<file path="config.mk">
export PLATFORM = sky130hd
export DESIGN_NAME = cla_pipe_adder
export DESIGN_NICKNAME = d
export VERILOG_FILES = /design/src/rtl/cla_pipe_adder_pkg.sv /design/src/rtl/cla_pipe_adder_group.sv /design/src/rtl/cla_pipe_adder.sv
export SDC_FILE = /design/constraint.sdc
export NUM_CORES = 1
export LEC_CHECK = 0
export CAP_MARGIN = 20
export CORE_MARGIN = 3
export CORE_UTILIZATION = 60
export CTS_CLUSTER_DIAMETER = 80
export DETAILED_ROUTE_END_ITERATION = 8
export HOLD_SLACK_MARGIN = 0.15
export PLACE_DENSITY = 0.84
export SKIP_CTS_REPAIR_TIMING = 1
export SYNTH_ARGS = -nofsm -noshare
export SYNTH_HDL_FRONTEND = slang
export SYNTH_SLANG_ARGS = --single-unit
</file>
<file path="constraint.sdc">
create_clock -name clk -period 5.6 [get_ports clk]
set_input_delay 0.84 -clock clk [delete_from_list [all_inputs] [get_ports clk]]
set_output_delay 0.84 -clock clk [all_outputs]
set_load 0.02 [all_outputs]
</file>
<file path="src/rtl/cla_pipe_adder_pkg.sv">
// Shared constants and types for the pipelined CLA adder/subtractor.
// Flag ordering {ovf,cout,zero} matches what the ALU result mux expects.
package cla_pipe_adder_pkg;
    localparam int GROUP_W   = 4;
    localparam int FLAG_ZERO = 0;
    localparam int FLAG_COUT = 1;
    localparam int FLAG_OVF  = 2;

    typedef struct packed {
        logic ovf;
        logic cout;
        logic zero;
    } flags_t;

    // Sum bits resolved by one stage.
    function automatic int slice_w(int gps);
        return GROUP_W * gps;
    endfunction

    function automatic int nstage(int width, int gps);
        return width / (GROUP_W * gps);
    endfunction

    // Depth of operand/carry stage registers; the last stage needs none.
    function automatic int carry_depth(int width, int gps);
        return (nstage(width, gps) > 1) ? nstage(width, gps) - 1 : 1;
    endfunction
endpackage

</file>
<file path="src/rtl/cla_pipe_adder_group.sv">
// 4-bit carry-lookahead group: local sum plus group generate/propagate,
// and the carry into bit 3 so the top can form signed overflow.
module cla_group
    import cla_pipe_adder_pkg::*;
(
    input  logic [GROUP_W-1:0] a,
    input  logic [GROUP_W-1:0] b,
    input  logic               cin,
    output logic [GROUP_W-1:0] sum,
    output logic               g,
    output logic               p,
    output logic               c3
);
    logic [GROUP_W-1:0] gi;
    logic [GROUP_W-1:0] pi;
    logic [GROUP_W-1:0] c;

    assign gi = a & b;
    assign pi = a ^ b;

    assign c[0] = cin;
    assign c[1] = gi[0] | (pi[0] & cin);
    assign c[2] = gi[1] | (pi[1] & gi[0]) | (pi[1] & pi[0] & cin);
    assign c[3] = gi[2] | (pi[2] & gi[1]) | (pi[2] & pi[1] & gi[0])
                | (pi[2] & pi[1] & pi[0] & cin);

    assign sum = pi ^ c;
    assign g   = gi[3] | (pi[3] & gi[2]) | (pi[3] & pi[2] & gi[1])
               | (pi[3] & pi[2] & pi[1] & gi[0]);
    assign p   = &pi;
    assign c3  = c[3];
endmodule

</file>
<file path="src/rtl/cla_pipe_adder.sv">
// Pipelined CLA adder/subtractor: each stage resolves GPS 4-bit groups and
// registers its carry; a single global stall freezes every stage together.
module cla_pipe_adder
    import cla_pipe_adder_pkg::*;
#(
    parameter int WIDTH = 32,
    parameter int GPS   = 2
) (
    input  logic             clk,
    input  logic             rst_n,
    input  logic             in_valid,
    output logic             in_ready,
    input  logic [WIDTH-1:0] a,
    input  logic [WIDTH-1:0] b,
    input  logic             sub,
    input  logic             cin,
    output logic             out_valid,
    input  logic             out_ready,
    output logic [WIDTH-1:0] sum,
    output logic             cout,
    output logic             ovf,
    output logic             zero
);
    localparam int SW     = slice_w(GPS);
    localparam int NSTAGE = nstage(WIDTH, GPS);
    localparam int PD     = carry_depth(WIDTH, GPS);
    localparam int L      = NSTAGE - 1;

    logic advance;

    logic [NSTAGE-1:0]             vld_pipe;
    logic [NSTAGE-1:0][WIDTH-1:0]  s_pipe;
    logic [PD-1:0]                 c_pipe;
    logic [PD-1:0][WIDTH-1:0]      a_pipe;
    logic [PD-1:0][WIDTH-1:0]      b_pipe;
    flags_t                        flags_q;
    flags_t                        flags_d;

    // Per-stage view of its inputs, and its outputs before registering.
    logic [NSTAGE-1:0]             st_v;
    logic [NSTAGE-1:0]             st_c;
    logic [NSTAGE-1:0][WIDTH-1:0]  st_a;
    logic [NSTAGE-1:0][WIDTH-1:0]  st_b;
    logic [NSTAGE-1:0][WIDTH-1:0]  st_s;
    logic [NSTAGE-1:0][WIDTH-1:0]  ns;
    logic [NSTAGE-1:0][SW-1:0]     rs;
    logic [NSTAGE-1:0][GPS:0]      gc;
    logic [NSTAGE-1:0][GPS-1:0]    gg;
    logic [NSTAGE-1:0][GPS-1:0]    gp;
    logic [NSTAGE-1:0][GPS-1:0]    gc3;

    assign advance   = !vld_pipe[L] || out_ready;
    assign in_ready  = advance;
    assign out_valid = vld_pipe[L];
    assign sum       = s_pipe[L];
    assign cout      = flags_q.cout;
    assign ovf       = flags_q.ovf;
    assign zero      = flags_q.zero;

    for (genvar k = 0; k < NSTAGE; k++) begin : g_stage
        if (k == 0) begin : g_first
            // Subtraction folds into stage 0: invert B once, force carry-in.
            assign st_v[k] = in_valid;
            assign st_a[k] = a;
            assign st_b[k] = sub ? ~b : b;
            assign st_c[k] = sub | cin;
            assign st_s[k] = '0;
        end else begin : g_next
            assign st_v[k] = vld_pipe[k-1];
            assign st_a[k] = a_pipe[k-1];
            assign st_b[k] = b_pipe[k-1];
            assign st_c[k] = c_pipe[k-1];
            assign st_s[k] = s_pipe[k-1];
        end

        assign gc[k][0] = st_c[k];

        for (genvar j = 0; j < GPS; j++) begin : g_grp
            localparam int LO = k*SW + j*GROUP_W;
            cla_group u_grp (
                .a   (st_a[k][LO +: GROUP_W]),
                .b   (st_b[k][LO +: GROUP_W]),
                .cin (gc[k][j]),
                .sum (rs[k][j*GROUP_W +: GROUP_W]),
                .g   (gg[k][j]),
                .p   (gp[k][j]),
                .c3  (gc3[k][j])
            );
            assign gc[k][j+1] = gg[k][j] | (gp[k][j] & gc[k][j]);
        end

        // Slice k of the partial sum is still zero here, so OR merges it in.
        assign ns[k] = st_s[k] | (WIDTH'(rs[k]) << (k*SW));
    end

    always_comb begin
        flags_d      = '0;
        flags_d.cout = gc[L][GPS];
        flags_d.ovf  = gc3[L][GPS-1] ^ gc[L][GPS];
        flags_d.zero = (ns[L] == '0);
    end

    always_ff @(posedge clk or negedge rst_n) begin
        if (!rst_n) begin
            vld_pipe <= '0;
            s_pipe   <= '0;
            c_pipe   <= '0;
            a_pipe   <= '0;
            b_pipe   <= '0;
            flags_q  <= '0;
        end else if (advance) begin
            vld_pipe <= st_v;
            s_pipe   <= ns;
            flags_q  <= flags_d;
            for (int k = 0; k < NSTAGE - 1; k++) begin
                c_pipe[k] <= gc[k][GPS];
                a_pipe[k] <= st_a[k];
                b_pipe[k] <= st_b[k];
            end
        end
    end
endmodule

</file>
==> results.sh <==
export IMPL_cts_buffer_depth=2
export IMPL_setup_viol=0
export IMPL_number_of_vias_after_detailed_routing=6264
export IMPL_tritoncts_clock_tree="yes"
export IMPL_hpwl_um=11100
export IMPL_timing_hold_worst_class="input pin to asynchronous set/reset pin"
export IMPL_cell_count_of_the_worst_reg_to_reg_path=11
export IMPL_synthDistinctLibCells=43
export IMPL_most_common_layout_cells="sky130_fd_sc_hd__nand2_1, sky130_fd_sc_hd__dfrtp_1, sky130_fd_sc_hd__clkdlybuf4s50_1"
export IMPL_synth_async_sr_flop_share=1.00
export IMPL_drt_pass1_iterations=5
export IMPL_synth_cell_area_um2=8380
export IMPL_most_common_cell_after_layout_fill_and_taps_aside="sky130_fd_sc_hd__nand2_1"
export IMPL_synth_yosys_seq_area_share=0.555
export IMPL_synth_yosys_warnings=0
export IMPL_die_y_um=124
export IMPL_final_setup_skew_ns=0.00509
export IMPL_starting_density=0.623
export IMPL_grt_use_met2=0.370
export IMPL_cp_start_kind="input pin"
export IMPL_area_growth_synth_to_final_pct=21.1
export IMPL_synth_cells=914
export IMPL_max_clock_freq_ghz=0.330
export IMPL_power_share_clock=0.211
export IMPL_nNetsFinal=1111
export IMPL_path_delay_family="adder cells"
export IMPL_grt_overflow=0
export IMPL_pwr_share_seq=0.402
export IMPL_synth_edf_count=0
export IMPL_grt_first_pass_wirelength_um=29700
export IMPL_synthesis_nets=1024
export IMPL_worst_path_largest_cell_delay_ns=0.72
export IMPL_timing_critical_path_cells="buf_2 -> xor2_1 -> ha_1 -> o21ai_0 -> a22oi_2 -> a21oi_1 -> fa_1 -> xor2_1 -> a21oi_1"
export IMPL_worst_slew_pin_transition_ns=1.06
export IMPL_core_area_um2=13500
export IMPL_period_share=0.541
export IMPL_critical_path_required_ns=5.87
export IMPL_first_iter_violations=571
export IMPL_multiInputGateArea_um2=3480
export IMPL_drt_vias_per_instance=5.26
export IMPL_grt_pass1_vias=6183
export IMPL_clk_latency_ns=0.43
export IMPL_layout_area_seq_um2=4650
export IMPL_dpl_worst_slack_ns=2.12
export IMPL_drt_wirelength_per_cell_um=14.6
export IMPL_worst_slew_margin_relative_to_its_limit=0.295
export IMPL_slew_violations=0
export IMPL_power_switching_mw=2.20
export IMPL_filler_cell_count=958
export IMPL_floorplan_rows=42
export IMPL_arrival_ns=3.30
export IMPL_port_buffers=106
export IMPL_p_total_mw=5.84
export IMPL_drcViolationCount=0
export IMPL_antenna_left=0
export IMPL_run_status="finished clean"
export IMPL_drive_above_1_share=0.0444
export IMPL_grt_busiest_layer="met2"
export IMPL_reg2reg_to="zero"
export IMPL_cts_max_level=4
export IMPL_synth_top_cell_area_share=0.555
export IMPL_slowest_library_cell_on_the_worst_path="sky130_fd_sc_hd__buf_2"
export IMPL_ys_ff_latch=186
export IMPL_power_report_internal_total_mw=3.65
export IMPL_setup_ws_final_ns=2.57
export IMPL_timing_rr_start="a_pipe[90]"
export IMPL_fp_dieW_um=124
export IMPL_path_max_fanout=34
export IMPL_post_layout_instance_count_excluding_filler_cells=1190
export IMPL_ys_flop_type="sky130_fd_sc_hd__dfrtp_1"
export IMPL_power_density_nw_per_um2=575
export IMPL_finalHoldViolCount=0
export IMPL_rsz0062_at_grt="false"
export IMPL_timing_setup_tns_ns=0
export IMPL_clock_sinks=186
export IMPL_antenna_violations_before_repair=0
export IMPL_grt_met1_usage=0.327
export IMPL_switching_share=0.376
export IMPL_route_final_wire_length_um=17400
export IMPL_top_level_ports=107
export IMPL_grtUsageMet3=0.0541
export IMPL_postLayoutCoreUtil=0.755
export IMPL_critPathBufInv=1
export IMPL_proportion_of_power_drawn_by_combinational_gates=0.386
export IMPL_post_synth_main_area_contributors="sky130_fd_sc_hd__dfrtp_1, sky130_fd_sc_hd__nand2_1, sky130_fd_sc_hd__ha_1, sky130_fd_sc_hd__xnor2_1, sky130_fd_sc_hd__o21ai_0"
export IMPL_dp_cells=1157
export IMPL_place_gp_congestion=0.822
export IMPL_grt_max_degree=138
export IMPL_synth_top_cell_by_area="sky130_fd_sc_hd__dfrtp_1"
export IMPL_num_antenna_cells=0
export IMPL_synth_area_per_cell_um2=9.17
export IMPL_die_area_um2=15400
export IMPL_clock_tree_root_cell="sky130_fd_sc_hd__clkbuf_16"
export IMPL_clk_transition_reported_paths_ns=0.06
export IMPL_worst_ir_drop_vdd_mv=0.635
export IMPL_grt_usage=0.236
export IMPL_timing_worst_setup_path_type="input pin to flip-flop"
export IMPL_p_leak_nw=4.97
export IMPL_setup_slack_of_the_worst_register_to_register_path_ns=2.76
export IMPL_final_min_period_ns=3.03
export IMPL_timing_critical_path_to_type="flip-flop"
export IMPL_max_cap_violations=0
export IMPL_cts_inserted_buffers=17
==> power groups by stage <==
| stage | sequential [mW] | combinational (mW) | clock (mW) |
|---|---|---|---|
| floorplan | 2.39 | 1.42 | 0 |
| global placement | 2.33 | 2.13 | 0 |
| detailed placement | 2.35 | 2.22 | 0 |
| CTS | 2.34 | 2.28 | 1.24 |
| global route | 2.42 | 2.56 | 1.31 |
| finish | 2.35 | 2.26 | 1.24 |
==> cell usage after synthesis, types with 2 or more instances <==
library cell,count
sky130_fd_sc_hd__nand2_1,416
sky130_fd_sc_hd__dfrtp_1,186
sky130_fd_sc_hd__o21ai_0,47
sky130_fd_sc_hd__ha_1,32
sky130_fd_sc_hd__xnor2_1,32
sky130_fd_sc_hd__nor2_1,29
sky130_fd_sc_hd__a21oi_1,28
sky130_fd_sc_hd__xor2_1,24
sky130_fd_sc_hd__clkbuf_1,19
sky130_fd_sc_hd__buf_2,18
sky130_fd_sc_hd__inv_1,16
sky130_fd_sc_hd__fa_1,8
sky130_fd_sc_hd__nand2b_1,8
sky130_fd_sc_hd__buf_1,6
sky130_fd_sc_hd__a2111oi_0,4
sky130_fd_sc_hd__a21o_1,4
sky130_fd_sc_hd__nor4_1,4
sky130_fd_sc_hd__or3_1,3
sky130_fd_sc_hd__a211oi_1,2
sky130_fd_sc_hd__a31oi_1,2
sky130_fd_sc_hd__nor3_1,2
sky130_fd_sc_hd__o21a_1,2
sky130_fd_sc_hd__o21ai_1,2
==> metrics by stage <==
stage | hold WS (ns) | instance area [µm²]
global route | 0.246 | 10200
detailed placement | 0.452 | 9520
floorplan | 0.430 | 8380
finish | 0.262 | 10200
CTS | 0.466 | 10100
global placement | 0.440 | 9520
==> layer usage <==
metal / up-vias / wire [µm]
li1: 3072 / -
met1: 3009 / 7740
met2: 151 / 8430
met3: 32 / 846
met4: 0 / 419
met5: - / 0
==> sequential cells by signal, summed over array words and instances, names as in the netlist <==
name      cells
a_pipe       48
b_pipe       48
s_pipe       48
sum          32
vld_pipe      4
c_pipe        3
cout          1
ovf           1
zero          1
==> worst max path at each step <==
stage	startpoint	end	slack [ns]	cells past startpoint
detailed placement	sub	s_pipe[5]	2.12	9
global route	sub	s_pipe[5]	2.39	9
floorplan	sub	s_pipe[5]	2.73	10
global placement	sub	s_pipe[5]	2.23	9
finish	sub	s_pipe[5]	2.57	9
CTS	sub	s_pipe[5]	2.57	9
==> cells by family after synthesis <==
logic type,count (synthesis),synth area share
adders and majority gates,40,0.0669
and+or+nand+nor,469,0.218
DFF,186,0.555
buffers and inverters,61,0.0304
muxes,2,0.00254
AOI/OAI and AO/OA,100,0.0685
xor gates and xnor gates,56,0.0585
==> worst reg2reg max path: stages (launching register included) <==
cell,delay (ns)
sky130_fd_sc_hd__dfrtp_1,0.40
sky130_fd_sc_hd__ha_1,0.38
sky130_fd_sc_hd__o21ai_0,0.11
sky130_fd_sc_hd__nor2_1,0.25
sky130_fd_sc_hd__o21ai_2,0.12
sky130_fd_sc_hd__nand2b_1,0.11
sky130_fd_sc_hd__fa_1,0.44
sky130_fd_sc_hd__nor4_1,0.25
sky130_fd_sc_hd__nand4_1,0.19
sky130_fd_sc_hd__nor2_1,0.18
sky130_fd_sc_hd__o2111ai_1,0.16
sky130_fd_sc_hd__o21ai_1,0.18
==> area by class of cell <==
class | count | share of cell area
inverters | 17 | 0.00653
clock inverters | 8 | 0.0113
repair buffers | 112 | 0.111
multi-input cells | 667 | 0.343
clock buffers | 24 | 0.0484
well taps | 176 | 0.0217
flip-flops and latches | 186 | 0.458
(Power assumes the default switching activity.)
